==> src/rtl/stream_decimator.sv <==
// Multi-channel runtime-ratio decimator: bypass / keep-first / average / sum, valid-ready output.
// Latency 1 clk after the last sample of a block; in_ready drops while a word is held, and lost samples set a sticky overrun.
module stream_decimator #(
    parameter int DATA_WIDTH = 14,
    parameter int NUM_CH     = 2,
    parameter int MAX_LOG2   = 4
) (
    input  logic                                      clk,
    input  logic                                      rst_in,
    input  logic [1:0]                                mode,
    input  logic [$clog2(MAX_LOG2+1)-1:0]             ratio_log2,
    input  logic                                      flush,
    input  logic                                      clr_ovr,
    input  logic                                      in_valid,
    input  logic [NUM_CH*DATA_WIDTH-1:0]              in_data,
    output logic                                      in_ready,
    output logic                                      out_valid,
    input  logic                                      out_ready,
    output logic [NUM_CH*(DATA_WIDTH+MAX_LOG2)-1:0]   out_data,
    output logic                                      overrun
);
    localparam int OUT_WIDTH = DATA_WIDTH + MAX_LOG2;
    localparam int RW        = $clog2(MAX_LOG2 + 1);
    localparam int CW        = (MAX_LOG2 > 0) ? MAX_LOG2 : 1;

    localparam logic [1:0] MODE_BYPASS = 2'b00;
    localparam logic [1:0] MODE_FIRST  = 2'b01;
    localparam logic [1:0] MODE_AVG    = 2'b10;

    logic [CW-1:0]                        cnt_q, cnt_d;
    logic [1:0]                           mode_q, mode_d;
    logic [RW-1:0]                        log2_q, log2_d;
    logic [NUM_CH-1:0][OUT_WIDTH-1:0]     acc_q, acc_d;
    logic [NUM_CH-1:0][OUT_WIDTH-1:0]     out_data_q, out_data_d;
    logic                                 out_valid_q, out_valid_d;
    logic                                 overrun_q, overrun_d;

    logic [NUM_CH-1:0][OUT_WIDTH-1:0]     smp_ext;
    logic [NUM_CH-1:0][OUT_WIDTH-1:0]     acc_nxt;
    logic [NUM_CH-1:0][OUT_WIDTH-1:0]     result;
    logic [RW-1:0]                        ratio_clamp;
    logic [1:0]                           cur_mode;
    logic [RW-1:0]                        cur_log2;
    logic                                 start;
    logic                                 last;
    logic                                 accept;

    assign in_ready  = !out_valid_q || out_ready;
    assign out_valid = out_valid_q;
    assign out_data  = out_data_q;
    assign overrun   = overrun_q;

    // At block start the incoming config applies to the sample being accepted on the same edge.
    assign accept      = in_valid && in_ready && !flush;
    assign start       = (cnt_q == '0);
    assign ratio_clamp = (ratio_log2 > RW'(MAX_LOG2)) ? RW'(MAX_LOG2) : ratio_log2;
    assign cur_mode    = start ? mode : mode_q;
    assign cur_log2    = start ? ((mode == MODE_BYPASS) ? '0 : ratio_clamp) : log2_q;
    assign last        = (cnt_q == CW'((32'd1 << cur_log2) - 32'd1));

    always_comb begin
        smp_ext = '0;
        acc_nxt = '0;
        result  = '0;
        for (int c = 0; c < NUM_CH; c++) begin
            smp_ext[c] = OUT_WIDTH'($signed(in_data[c*DATA_WIDTH +: DATA_WIDTH]));
            if (start)
                acc_nxt[c] = smp_ext[c];
            else if (cur_mode == MODE_FIRST)
                acc_nxt[c] = acc_q[c];
            else
                acc_nxt[c] = acc_q[c] + smp_ext[c];
            if (cur_mode == MODE_AVG)
                result[c] = OUT_WIDTH'($signed(acc_nxt[c]) >>> cur_log2);
            else
                result[c] = acc_nxt[c];
        end
    end

    always_comb begin
        cnt_d       = cnt_q;
        mode_d      = mode_q;
        log2_d      = log2_q;
        acc_d       = acc_q;
        out_data_d  = out_data_q;
        out_valid_d = out_valid_q && !out_ready;
        overrun_d   = (overrun_q && !clr_ovr) || (in_valid && !in_ready);
        if (flush) begin
            cnt_d = '0;
            acc_d = '0;
        end else if (accept) begin
            acc_d = acc_nxt;
            if (start) begin
                mode_d = mode;
                log2_d = cur_log2;
            end
            if (last) begin
                cnt_d       = '0;
                out_valid_d = 1'b1;
                out_data_d  = result;
            end else begin
                cnt_d = cnt_q + CW'(1);
            end
        end
    end

    always_ff @(posedge clk) begin
        if (!rst_in) begin
            cnt_q       <= '0;
            mode_q      <= MODE_BYPASS;
            log2_q      <= '0;
            acc_q       <= '0;
            out_data_q  <= '0;
            out_valid_q <= 1'b0;
            overrun_q   <= 1'b0;
        end else begin
            cnt_q       <= cnt_d;
            mode_q      <= mode_d;
            log2_q      <= log2_d;
            acc_q       <= acc_d;
            out_data_q  <= out_data_d;
            out_valid_q <= out_valid_d;
            overrun_q   <= overrun_d;
        end
    end
endmodule

==> config.mk <==
export PLATFORM = sky130hd
export DESIGN_NAME = stream_decimator
export DESIGN_NICKNAME = d
export VERILOG_FILES = /design/src/rtl/stream_decimator.sv
export SDC_FILE = /design/constraint.sdc
export NUM_CORES = 1
export LEC_CHECK = 0
export ABC_AREA = 1
export BUFFER_PORTS_ARGS = -buffer_cell sky130_fd_sc_hd__buf_2
export CAP_MARGIN = 10
export CORE_AREA = 2 2 121 123
export DETAILED_ROUTE_END_ITERATION = 8
export DIE_AREA = 0 0 123 125
export GPL_TIMING_DRIVEN = 1
export PLACE_DENSITY = 0.86
export SYNTH_ARGS = -nofsm -noshare
export SYNTH_HDL_FRONTEND = slang
export SYNTH_SLANG_ARGS = --single-unit
==> constraint.sdc <==
create_clock -name clk -period 3.9 [get_ports clk]
set_input_delay 0.195 -clock clk [delete_from_list [all_inputs] [get_ports clk]]
set_output_delay 0.195 -clock clk [all_outputs]
set_load 0.02 [all_outputs]
==> metrics <==
die height 125 um; reg-to-reg startpoint cnt_q[0]; Peak VDD IR 259.8 uV; drt drc 0; CTS max path bufs 2; Worst setup SP type register; Worst Hold Depth 4; worst hold start clr_ovr; main flop type after synthesis dfxtp_1; vias per cell 5.638; Hold-fix buffers, CTS 0; Initial DRT Pass Iterations 6; Tcrit/Tclk final 89.29%; initial antenna violation count 0; Area Growth Syn to Fin 9.882%; Post-synth EDFFs 0; clock transition at the registers of the reported paths 60 ps; Warnings, synthesis 0; number of port buffers 77; R2R Setup Slk 420 ps; r2r worst-path depth 20; post-layout min period 3482 ps; leading area contributor after synthesis dfxtp_1; status finished clean; Placer Congestion 1.002; Max-slew headroom 43.62%; drt wl/cell 14.60 um; worst-path cell chain inv_1 > ha_1 > nand2_4 > inv_4 > nand2_1 > o21ai_4 > inv_1 > nor2_1 > nand2_1 > ha_1 > xnor2_1 > nor3_1 > o21ai_1 > nor2_2 > nand2_2 > inv_2 > o21ai_1 > clkinv_1 > nand2_1 > a21oi_1; Starting DRT DRC Count 758; CP arrival 3740 ps; Slew Viols, Final 0; Worst Setup Path Type register to register; Crit path top cell by count nand2_1; Synth area leaders dfxtp_1, nand2_1, nand3_1, inv_1, ha_1; synth unique cells 40; first-pass GRT wire length 37590 um; mapped cell area 7635 um^2; die area 15380 um^2; Final Util 59.06%; Core ar. 14200 um^2; post-route setup TNS 0 ps; DR vias 8761; Yosys top cell area share 21.76%; share of layout cells above drive strength 1 10.00%; WP data required 4160 ps; CP peak stage delay 460 ps; CP max FO 38; Hold EP overrun; number of setup buffers added after CTS 0; Worst Max-Slew Pin Slew 836.8 ps; slowest CP cell inv_2; Synth Area per Inst 5.766 um^2; final hold violation count 0; worst setup path startpoint cnt_q[0]; # clock sinks 83; Tot GR Track Use 30.10%; register bit count reported by yosys 83; global route total overflow 0; Die Width 123 um; reg2reg end out_data[12]; number of max-cap violations 0; initial core utilization 53.75%; Post-CTS Resized 0; RSZ-0062 raised after global routing no; Total Wirelength 22690 um; hold crit path type primary input to register; most frequent cells in the layout nand2_1, nand3_1, inv_1; CTS H-Tree Depth 3; commonest non-fill, non-tap cell in the layout nand2_1; Leakage 4.600 nW; CP bufs+invs 5; CTS root buffer clkbuf_16; Mapped Cells 1324; vias in the first global route 8205; hpwl dp 17270 um; ANT cells 0; Critical Path End Type register; clock skew 5.815 ps; clk_lat worst skew 350 ps; sequential area share after synthesis 21.76%; std cell rows 44; Max Freq 287.2 MHz; Post-Syn Nets 1402; PD cells 298.4 nW/um^2; Crit path max-delay family simple AND/OR/NAND/NOR gates; post-route ant nets 0; CTS tree yes; TritonCTS buffer count 9; # setup viols final 0; fin nets 1444; largest net degree at the start of global routing 60; async set or reset register ratio after synthesis 0%; io pins 78
[per-stage QoR]
stage	area [um^2]	total power, mW	worst slack (ps)	std cells	hold WS [ps]
after floorplan	7635	1.454	880.4	1324	355.1
final	8389	2.503	417.5	1554	117.2
after detailed placement	8094	1.641	500.1	1539	453.6
after CTS	8389	2.494	480.9	1554	108.7
after global routing	8389	2.635	203.0	1554	159.2
after global placement	8094	1.632	685.5	1539	443.2
[registers in the layout, indices dropped and copies added, names as in the netlist]
name / flops
acc_q: 36
out_valid: 1
cnt_q: 4
out_data: 36
log2_q: 3
mode_q: 2
overrun: 1
[Yosys cell counts, types with 6 or more instances]
| library cell | n |
|---|---|
| o21ai_1 | 19 |
| buf_1 | 6 |
| xor2_1 | 7 |
| xnor2_1 | 7 |
| nand4_1 | 7 |
| o21ai_0 | 82 |
| nand2_1 | 419 |
| o211ai_1 | 21 |
| nor2_1 | 49 |
| buf_2 | 9 |
| a31oi_1 | 6 |
| nand3_1 | 200 |
| nor3_1 | 9 |
| clkbuf_1 | 38 |
| a21oi_1 | 80 |
| ha_1 | 37 |
| o21bai_1 | 19 |
| dfxtp_1 | 83 |
| or2_2 | 10 |
| inv_1 | 169 |
[cells by family after synthesis]
| family | after synthesis | synth area share [%] |
|---|---|---|
| flip-flops | 83 | 21.76 |
| XOR/XNOR | 14 | 1.606 |
| buffers and inverters | 240 | 12.62 |
| adder cells (fa/ha/maj) | 39 | 6.588 |
| AO/OA/AOI/OAI | 241 | 17.94 |
| AND/OR/NAND/NOR | 707 | 39.48 |
[metal layers]
metal,GRT usage (%),part of all wire (%),vias up
met5,0,0,-
met4,16.31,5.5,0
met3,5.201,5.9,111
met2,51.06,48,334
met1,35.72,40,3917
li1,-,-,4399
[worst reg2reg max path: cells and delay by family, from the launching register on]
| kind | cells | cell delay (ps) |
|---|---|---|
| AOI/OAI and AO/OA | 4 | 500 |
| xor gates and xnor gates | 1 | 130 |
| adders and majority gates | 2 | 510 |
| buffers and inverters | 5 | 940 |
| DFF | 1 | 350 |
| and+or+nand+nor | 8 | 990 |
[final cells by class]
class                           instances  area, um^2
Fill cell                            1416        5814
Tap cell                              184       230.2
Inverter                              179       674.4
Multi-Input combinational cell       1001        5017
Timing Repair Buffer                   92       510.5
Clock inverter                          2       35.03
Sequential cell                        83        1662
Clock buffer                           13       260.3
[report_power, final]
group / leakage [nW] / switching, mW / internal, mW
registers: 0.673 / 0.0187 / 0.873
clock network: 0.146 / 0.336 / 0.527
logic: 3.78 / 0.506 / 0.244
[how the worst max path moves through the flow]
stage / end / slack [ps] / cells past startpoint
finish: out_data[12] / 420 / 20
CTS: out_data[12] / 480 / 20
global route: out_data[29] / 200 / 20
detailed placement: out_data[12] / 500 / 20
floorplan: out_data[24] / 880 / 20
global placement: out_data[12] / 690 / 20
(Power assumes the default switching activity.)
